**src/rtl/eth_pcs_pkg.sv**
```systemverilog
// eth_pcs_pkg: shared 10G PCS definitions.
//   SYNC_DATA / SYNC_CTRL  - the two legal 64b/66b sync headers
//   block_lock_state_t     - receive block-lock state encoding
//   *_DEF                  - default lock and BER constants
//   sync_hdr_valid()       - true for a legal sync header
package eth_pcs_pkg;

   localparam logic [1:0] SYNC_DATA = 2'b01;
   localparam logic [1:0] SYNC_CTRL = 2'b10;

   localparam int LOCK_COUNT_DEF       = 64;
   localparam int INVALID_LIMIT_DEF    = 16;
   localparam int SLIP_WAIT_CYCLES_DEF = 32;
   localparam int BER_WINDOW_DEF       = 20141;
   localparam int BER_LIMIT_DEF        = 16;

   typedef enum logic [1:0] {
      ST_HUNT   = 2'd0,
      ST_SLIP   = 2'd1,
      ST_WAIT   = 2'd2,
      ST_LOCKED = 2'd3
   } block_lock_state_t;

   function automatic logic sync_hdr_valid(input logic [1:0] hdr);
      return (hdr == SYNC_DATA) || (hdr == SYNC_CTRL);
   endfunction

endpackage

```
**src/rtl/rx_ber_monitor.sv**
```systemverilog
// rx_ber_monitor: counts invalid sync headers per BER window while locked.
//   clk     - receive clock
//   rst     - asynchronous active-high reset
//   locked  - block lock held for this cycle and the next; low clears everything
//   inv_hdr - qualified invalid header strobe
//   hi_ber  - high bit-error-rate flag (registered)
module rx_ber_monitor
   import eth_pcs_pkg::*;
#(
   parameter int BER_WINDOW = BER_WINDOW_DEF,
   parameter int BER_LIMIT  = BER_LIMIT_DEF
) (
   input  logic clk,
   input  logic rst,
   input  logic locked,
   input  logic inv_hdr,
   output logic hi_ber
);

   localparam int TW = $clog2(BER_WINDOW + 1);
   localparam int CW = $clog2(BER_LIMIT + 1);
   localparam logic [TW-1:0] TMR_LOAD = TW'(BER_WINDOW - 1);
   localparam logic [CW-1:0] CNT_MAX  = CW'(BER_LIMIT);

   logic [TW-1:0] tmr;
   logic [CW-1:0] ber_cnt;

   // Timer is a down-counter; reaching zero marks the last cycle of a window.
   always_ff @(posedge clk or posedge rst) begin
      if (rst) begin
         tmr     <= TMR_LOAD;
         ber_cnt <= '0;
         hi_ber  <= 1'b0;
      end else if (!locked) begin
         tmr     <= TMR_LOAD;
         ber_cnt <= '0;
         hi_ber  <= 1'b0;
      end else if (tmr == '0) begin
         tmr     <= TMR_LOAD;
         ber_cnt <= '0;
         hi_ber  <= (ber_cnt == CNT_MAX);
      end else begin
         tmr <= tmr - TW'(1);
         if (ber_cnt == CNT_MAX)
            hi_ber <= 1'b1;
         else if (inv_hdr)
            ber_cnt <= ber_cnt + CW'(1);
      end
   end

endmodule

```
**src/rtl/rx_block_lock.sv**
```systemverilog
// rx_block_lock: 64b/66b receive block synchronisation with BER monitor.
//   xver_rx_clk           - receive clock
//   i_rx_reset            - asynchronous active-high reset
//   xver_rx_header        - sync header of the current block
//   xver_rx_gearbox_valid - header qualifier
//   xver_rx_gearbox_slip  - one-cycle slip request to the gearbox
//   o_block_lock          - header alignment achieved
//   o_hi_ber              - high bit-error-rate indication
//
// state     | meaning
// ST_HUNT   | counting consecutive valid headers toward lock
// ST_SLIP   | one-cycle slip pulse to the gearbox
// ST_WAIT   | headers ignored while the gearbox settles
// ST_LOCKED | aligned; invalid headers counted per lock window
module rx_block_lock
   import eth_pcs_pkg::*;
#(
   parameter int LOCK_COUNT       = LOCK_COUNT_DEF,
   parameter int INVALID_LIMIT    = INVALID_LIMIT_DEF,
   parameter int SLIP_WAIT_CYCLES = SLIP_WAIT_CYCLES_DEF,
   parameter int BER_WINDOW       = BER_WINDOW_DEF,
   parameter int BER_LIMIT        = BER_LIMIT_DEF
) (
   input  logic       xver_rx_clk,
   input  logic       i_rx_reset,
   input  logic [1:0] xver_rx_header,
   input  logic       xver_rx_gearbox_valid,
   output logic       xver_rx_gearbox_slip,
   output logic       o_block_lock,
   output logic       o_hi_ber
);

   localparam int SW = $clog2(LOCK_COUNT + 1);
   localparam int IW = $clog2(INVALID_LIMIT + 1);
   localparam int WW = $clog2(SLIP_WAIT_CYCLES + 1);
   localparam logic [SW-1:0] SH_TC     = SW'(LOCK_COUNT);
   localparam logic [IW-1:0] INV_TC    = IW'(INVALID_LIMIT);
   localparam logic [WW-1:0] WAIT_LOAD = WW'(SLIP_WAIT_CYCLES - 1);

   block_lock_state_t state, state_nxt;
   logic [SW-1:0] sh_cnt, sh_cnt_nxt, sh_inc;
   logic [IW-1:0] inv_cnt, inv_cnt_nxt, inv_inc;
   logic [WW-1:0] wait_cnt, wait_cnt_nxt;
   logic          hdr_ok;
   logic          ber_run;
   logic          ber_inv;

   assign hdr_ok  = sync_hdr_valid(xver_rx_header);
   assign sh_inc  = sh_cnt + SW'(1);
   assign inv_inc = inv_cnt + IW'(!hdr_ok);

   always_comb begin
      state_nxt    = state;
      sh_cnt_nxt   = sh_cnt;
      inv_cnt_nxt  = inv_cnt;
      wait_cnt_nxt = wait_cnt;
      case (state)
         ST_HUNT: begin
            if (xver_rx_gearbox_valid) begin
               if (!hdr_ok) begin
                  state_nxt  = ST_SLIP;
                  sh_cnt_nxt = '0;
               end else if (sh_inc == SH_TC) begin
                  state_nxt   = ST_LOCKED;
                  sh_cnt_nxt  = '0;
                  inv_cnt_nxt = '0;
               end else begin
                  sh_cnt_nxt = sh_inc;
               end
            end
         end
         ST_SLIP: begin
            state_nxt    = ST_WAIT;
            wait_cnt_nxt = WAIT_LOAD;
         end
         ST_WAIT: begin
            if (wait_cnt == '0) begin
               state_nxt  = ST_HUNT;
               sh_cnt_nxt = '0;
            end else begin
               wait_cnt_nxt = wait_cnt - WW'(1);
            end
         end
         ST_LOCKED: begin
            if (xver_rx_gearbox_valid) begin
               // Limit check comes first so loss of lock wins on a window's last block.
               if (inv_inc == INV_TC) begin
                  state_nxt   = ST_SLIP;
                  sh_cnt_nxt  = '0;
                  inv_cnt_nxt = '0;
               end else if (sh_inc == SH_TC) begin
                  sh_cnt_nxt  = '0;
                  inv_cnt_nxt = '0;
               end else begin
                  sh_cnt_nxt  = sh_inc;
                  inv_cnt_nxt = inv_inc;
               end
            end
         end
         default: state_nxt = ST_HUNT;
      endcase
   end

   // Outputs come from next-state decode so they are flops aligned with the state.
   always_ff @(posedge xver_rx_clk or posedge i_rx_reset) begin
      if (i_rx_reset) begin
         state                <= ST_HUNT;
         sh_cnt               <= '0;
         inv_cnt              <= '0;
         wait_cnt             <= '0;
         xver_rx_gearbox_slip <= 1'b0;
         o_block_lock         <= 1'b0;
      end else begin
         state                <= state_nxt;
         sh_cnt               <= sh_cnt_nxt;
         inv_cnt              <= inv_cnt_nxt;
         wait_cnt             <= wait_cnt_nxt;
         xver_rx_gearbox_slip <= (state_nxt == ST_SLIP);
         o_block_lock         <= (state_nxt == ST_LOCKED);
      end
   end

   // Leaving LOCKED clears the monitor on the same edge that drops lock.
   assign ber_run = (state == ST_LOCKED) && (state_nxt == ST_LOCKED);
   assign ber_inv = (state == ST_LOCKED) && xver_rx_gearbox_valid && !hdr_ok;

   rx_ber_monitor #(
      .BER_WINDOW (BER_WINDOW),
      .BER_LIMIT  (BER_LIMIT)
   ) u_ber (
      .clk     (xver_rx_clk),
      .rst     (i_rx_reset),
      .locked  (ber_run),
      .inv_hdr (ber_inv),
      .hi_ber  (o_hi_ber)
   );

endmodule

```
**config.mk**
```make
export PLATFORM = sky130hd
export DESIGN_NAME = rx_block_lock
export DESIGN_NICKNAME = d
export VERILOG_FILES = /design/src/rtl/eth_pcs_pkg.sv /design/src/rtl/rx_ber_monitor.sv /design/src/rtl/rx_block_lock.sv
export SDC_FILE = /design/constraint.sdc
export NUM_CORES = 1
export LEC_CHECK = 0
export CORE_UTILIZATION = 35
export DETAILED_ROUTE_END_ITERATION = 12
export GPL_TIMING_DRIVEN = 0
export PLACE_DENSITY = 0.61
export SLEW_MARGIN = 20
export SYNTH_ARGS = -nofsm -noshare
export SYNTH_HDL_FRONTEND = slang
export SYNTH_HIERARCHICAL = 1
export SYNTH_SLANG_ARGS = --single-unit
```
**constraint.sdc**
```tcl
create_clock -name xver_rx_clk -period 3.3 [get_ports xver_rx_clk]
set_input_delay 0.66 -clock xver_rx_clk [delete_from_list [all_inputs] [get_ports xver_rx_clk]]
set_output_delay 0.66 -clock xver_rx_clk [all_outputs]
set_load 0.03 [all_outputs]
```
### Word-level counts from Yosys, hierarchy flattened

Cells that the tools add are included.

| word-level totals | value |
|---|---|
| flip-flop bits (word level) | 43 |
| latch bits | 0 |
| memory bits (writable) | 0 |
| bits in read-only memories | 0 |
| output and inout bits | 3 |
| word-level logic and storage cells | 80 |
| memories kept | 0 |

| operators by class | value |
|---|---|
| add/sub/neg operators | 5 |
| multipliers | 0 |
| div/mod/pow operators | 0 |
| magnitude comparators | 0 |
| equality and inequality tests | 19 |
| shifts and indexed selects | 0 |
| mux-type cells | 32 |
| bitwise operators | 0 |
| reduce and logical (&&, ||, !) cells | 15 |

Operators with widths:

| kind | number |
|---|---|
| two-way mux 5 bit | 10 |
| two-way mux 7 bit | 6 |
| two-way mux 15 bit | 2 |
| case mux 7 bit (3 select lines) | 1 |
| logical NOT 15 bit | 1 |
| subtractor 15 x 1 -> 15 bit (second input constant) | 1 |
| two-way mux 2 bit | 6 |
| != test 2 bit (second input constant) | 6 |
| case mux 6 bit (2 select lines) | 1 |
| equality test 5 bit (second input constant) | 2 |
| case mux 5 bit (2 select lines) | 1 |
| != test 3 bit (second input constant) | 3 |
| equality test 2 bit (second input constant) | 4 |
| case mux 2 bit (4 select lines) | 1 |
| adder 7 x 1 -> 7 bit (second input constant) | 1 |
| equality test 7 bit (second input constant) | 1 |
| equality test 2 x 1 -> 1 bit (second input constant) | 3 |
| logical NOT 6 bit | 1 |
| two-way mux 6 bit | 1 |
| subtractor 6 x 1 -> 6 bit (second input constant) | 1 |
| adder 5 x 1 -> 5 bit | 1 |
| adder 5 x 1 -> 5 bit (second input constant) | 1 |
| AND reduction 5 bit | 1 |
| AND reduction 2 bit | 2 |
| 8 further kinds | 13 |

### Depth between registers and ports, before layout

| depth | value |
|---|---|
| depth in word-level cells | 12 |
| depth in mapped cells | 12 |
| depth with buffers taken out | 11 |

### By module

Netlist, hierarchy kept.

By module, submodules not included:

| module | times used | cells each | area each (um2) | seq. area each (um2) |
|---|---|---|---|---|
| rx_block_lock | 1 | 155 | 1,466.4 | 550.5 |
| rx_ber_monitor | 1 | 102 | 1,067.3 | 535.5 |

### Least setup slack after synthesis

No wires, ideal clock.

| timing path | value |
|---|---|
| kind | input to register |
| from | input xver_rx_header[1] |
| to | register u_ber.ber_cnt[0] |
| arrival | 2.786 ns |
| setup slack | 0.395 ns |
| stages on the path | 12 |
| buffers on the path | 1 |
| cells stage by stage | xor2_1 -> inv_1 -> ha_1 -> ha_1 -> o21ai_0 -> o2bb2ai_1 -> or3_1 -> o211ai_2 -> nor2_1 -> o31ai_4 -> buf_6 -> nor2_1 |

| between the ends | value |
|---|---|
| longest elaborated chain between the ends | 12 |

Ends and longest elaborated chain:

| item | RTL line | source |
|---|---|---|
| start: declaration | rx_block_lock.sv:26 | `input logic [1:0] xver_rx_header,` |
| equality test 2 x 1 -> 1 bit or equality test 2 bit (tied branches) | eth_pcs_pkg.sv:25 | `return (hdr == SYNC_DATA) \|\| (hdr == SYNC_CTRL);` |
| logical OR 1 bit (*) | eth_pcs_pkg.sv:25 |  |
| logical NOT 1 bit | rx_block_lock.sv:50 | `assign inv_inc = inv_cnt + IW'(!hdr_ok);` |
| adder 5 x 1 -> 5 bit | rx_block_lock.sv:50 |  |
| equality test 5 bit | rx_block_lock.sv:87 | `if (inv_inc == INV_TC) begin` |
| two-way mux 2 bit | rx_block_lock.sv:87 |  |
| two-way mux 2 bit | rx_block_lock.sv:85 | `if (xver_rx_gearbox_valid) begin` |
| case mux 2 bit (4 select lines) (*) | rx_block_lock.sv:57 | `case (state)` |
| equality test 2 bit (*) | rx_block_lock.sv:124 | `assign ber_run = (state == ST_LOCKED) && (state_nxt == ST_LOCKED);` |
| logical AND 1 bit (*) | rx_block_lock.sv:124 |  |
| net ber_run | rx_block_lock.sv:45 | `logic ber_run;` |
| != test 3 bit (no source line) | n/a |  |
| AND reduction 2 bit (no source line) | n/a |  |
| end signal: assignment | rx_ber_monitor.sv:47 | `ber_cnt <= ber_cnt + CW'(1);` |
| end: declaration | rx_ber_monitor.sv:26 | `logic [CW-1:0] ber_cnt;` |

Mark *: on every way through the listed nets, which the timed path passes. The rest lies on a longest branch.
A chain may end at the register's enable or synchronous reset.

### Final worst setup path

| timing path | value |
|---|---|
| from | input xver_rx_header[1] |
| to | register u_ber.ber_cnt[4] |

The elaborated chain is that of the path after synthesis.

==> results.json <==
{
  "status": "finished, final reports clean",
  "antennaDiodeCount": 0,
  "dp_hpwl_mm": 3.34,
  "ys_async_sr_fraction_pct": 100,
  "fmax_mhz": 321,
  "drt_first_pass_iters": 4,
  "syn_to_final_growth_pct": 12.9,
  "route.detailed.drc": 0,
  "worstHoldPathCells": 1,
  "core_area_um2": 6910,
  "cpPeakStageDelay_ns": 0.49,
  "power_density_nw_per_um2": 595,
  "htreeDepth": 2,
  "ys.flop_type": "dfrtp_1",
  "cts_num_sinks": 43,
  "cp.arrival_ns": 3.31,
  "route.vias.total": 1860,
  "synth.top_cell.area_share_pct": 34.6,
  "setup_viol": 0,
  "antenna_found_initial": 0,
  "first_iter_violations": 56,
  "place_inst": 359,
  "fin_tns_setup_ns": 0,
  "postSynthAreaPerCell_um2": 9.86,
  "hold_class": "flip-flop to flip-flop",
  "grt_pass1_wl_mm": 8.40,
  "vias_per_cell": 5.03,
  "postRouteAntennaNets": 0,
  "critPathMostFrequentCell": "ha_1",
  "numCtsBuffers": 5,
  "post_drt_wl_per_cell_um": 12.9,
  "crit_chain": "clkdlybuf4s50_1, xor2_2, inv_1, ha_1, ha_1, o21ai_0, o2bb2ai_1, or3_4, o211ai_2, nor2_2, o31ai_4, buf_6, nor2_1",
  "post-route-util_pct": 41.4,
  "globalplace.congestion": 0.780,
  "synth_cells": 257,
  "seq_area_frac_synth_pct": 42.9,
  "p_leak_uw": 0.00112,
  "stdcell_count": 370,
  "synth_area_leaders": "dfrtp_1 (35%), dfstp_2 (8.3%), ha_1 (6.9%)",
  "syn-cell-area_um2": 2530,
  "cts_tree": "built",
  "drv_cap": 0,
  "start_kind": "input port",
  "die_x_um": 87.1,
  "initial_core_util_pct": 36.7,
  "cts_buffer_depth": 2,
  "die_h_um": 87.1,
  "worstSetupEndpointType": "flip-flop",
  "die-area_um2": 7580,
  "synth_most_common_cell": "dfrtp_1",
  "synth_nets": 276,
  "fin_crit_sh_pct": 94.4,
  "max-slew-margin-rel_pct": 40.3,
  "slew_viol_final": 0,
  "synth_common_cells": "dfrtp_1 (35), nand2_1 (25), nor2_1 (23)",
  "synth_edf_count": 0,
  "yosys.area.top_type": "dfrtp_1",
  "period_minus_slack_ns": 3.12,
  "num_rows": 30,
  "gr-usage-all-layers_pct": 14.2,
  "path_clk_slew_ns": 0.10,
  "rsz0062_at_grt": "true",
  "ios": 8,
  "irDropWorstVdd_uv": 221,
  "finalClockSkew_ns": 0.00982,
  "portBuffers": 6,
  "drt_wl_total_mm": 4.77,
  "drive_gt1_share_pct": 17.2,
  "crit_slowest_cell": "clkdlybuf4s50_1",
  "crit_fanout": 5,
  "hold_viol": 0,
  "yosysWarnings": 6,
  "crit_type": "input port to flip-flop",
  "synth-seq-cells": 43,
  "finalHoldWorstSlack_ns": 0.481,
  "cp_data_required_time_ns": 3.50,
  "hold_buffers": 0,
  "max_slew.worst_pin.slew_ns": 0.894,
  "reg2regPathDepth": 8,
  "clock_latency_ns": 0.31,
  "cts-root-buf": "clkbuf_8",
  "synth_cell_type_count": 56,
  "nets": 292,
  "grt_max_degree": 23,
  "grt_pass1_vias": 1854,
  "power_uw": 1700,
  "overflow": 0
}
-- repair_timing --
action / in CTS / in global routing
endpoints found under the setup margin: 26 / 27
buffers inserted: 1 / 1
cloned: 0 / 1
resized for setup: 1 / 5
pin swaps: 1 / 1
-- metrics by stage --
step	area, µm²	worst slack (ns)
after CTS	2820	0.0315
after detailed placement	2710	-0.519
final	2860	0.184
after floorplan	2530	0.395
after global placement	2710	-0.499
after global routing	2860	-0.0143
-- cell type report --
type,instances,area [µm²]
Multi-Input combinational cell,194,1390
Timing Repair Buffer,9,86.3
Fill cell,712,4050
Clock buffer,5,68.8
Inverter,17,63.8
Sequential cell,43,1090
Clock inverter,3,26.3
Tap cell,96,120
Buffer,3,21.3
-- layout by cell type (no fill, tap or decap), types with 6 or more instances in the layout --
master / n
dfrtp_1: 35
nand2_1: 25
nor3_1: 9
inv_1: 17
o21ai_0: 13
xor2_1: 7
nor2_1: 22
nand3_1: 11
ha_1: 14
dfstp_2: 8
clkdlybuf4s50_1: 6
a21oi_1: 8
xnor2_1: 9
-- registers in the layout, summed over array words and instances, names as in the netlist --
| name | flops |
|---|---|
| o_block_lock | 1 |
| sh_cnt | 7 |
| u_ber/hi_ber | 1 |
| state | 2 |
| u_ber/tmr | 15 |
| inv_cnt | 5 |
| xver_rx_gearbox_slip | 1 |
| wait_cnt | 6 |
| u_ber/ber_cnt | 5 |
-- cells by family (layout without fill, tap and decap cells) --
group	after synthesis	after routing	synth area share, %
AND/OR/NAND/NOR	113	113	24.2
AO/OA/AOI/OAI	49	49	16.3
flip-flops	43	43	42.9
buffers and inverters	20	37	3.36
XOR/XNOR	17	17	5.88
adder cells (fa/ha/maj)	14	14	6.91
multiplexers	1	1	0.444
-- worst max-delay path, delay by kind of cell --
| family | cells | cell delay (ns) |
|---|---|---|
| simple gates | 3 | 0.56 |
| buf+inv | 3 | 0.81 |
| fa+ha+maj | 2 | 0.46 |
| compound gates | 4 | 0.62 |
| xor+xnor | 1 | 0.19 |
-- worst paths after layout --
kind                                     to  slack, ns         startpoint
max reg2reg                u_ber/ber_cnt[1]       0.85          sh_cnt[4]
min in group asynchronous     u_ber/tmr[13]       0.82         i_rx_reset
min reg2reg                    u_ber/tmr[0]       0.48       u_ber/tmr[0]
min                            u_ber/tmr[0]       0.48       u_ber/tmr[0]
max in group asynchronous       wait_cnt[0]       1.88         i_rx_reset
max                        u_ber/ber_cnt[4]       0.18  xver_rx_header[1]
-- metal layers --
layer	global-route usage (%)	wire (µm)
met4	6.21	90
met2	22.3	2210
met5	0	0
met3	2.75	108
met1	18.9	2360
-- where the power goes --
group | internal [µW] | leakage [µW] | switching (µW) | total [µW]
clock network | 156 | 0.0000491 | 207 | 363
registers | 611 | 0.000544 | 82.1 | 693
logic | 268 | 0.000529 | 380 | 648
total | 1030 | 0.00112 | 669 | 1700
No activity file was read; power rests on OpenSTA's default activity.
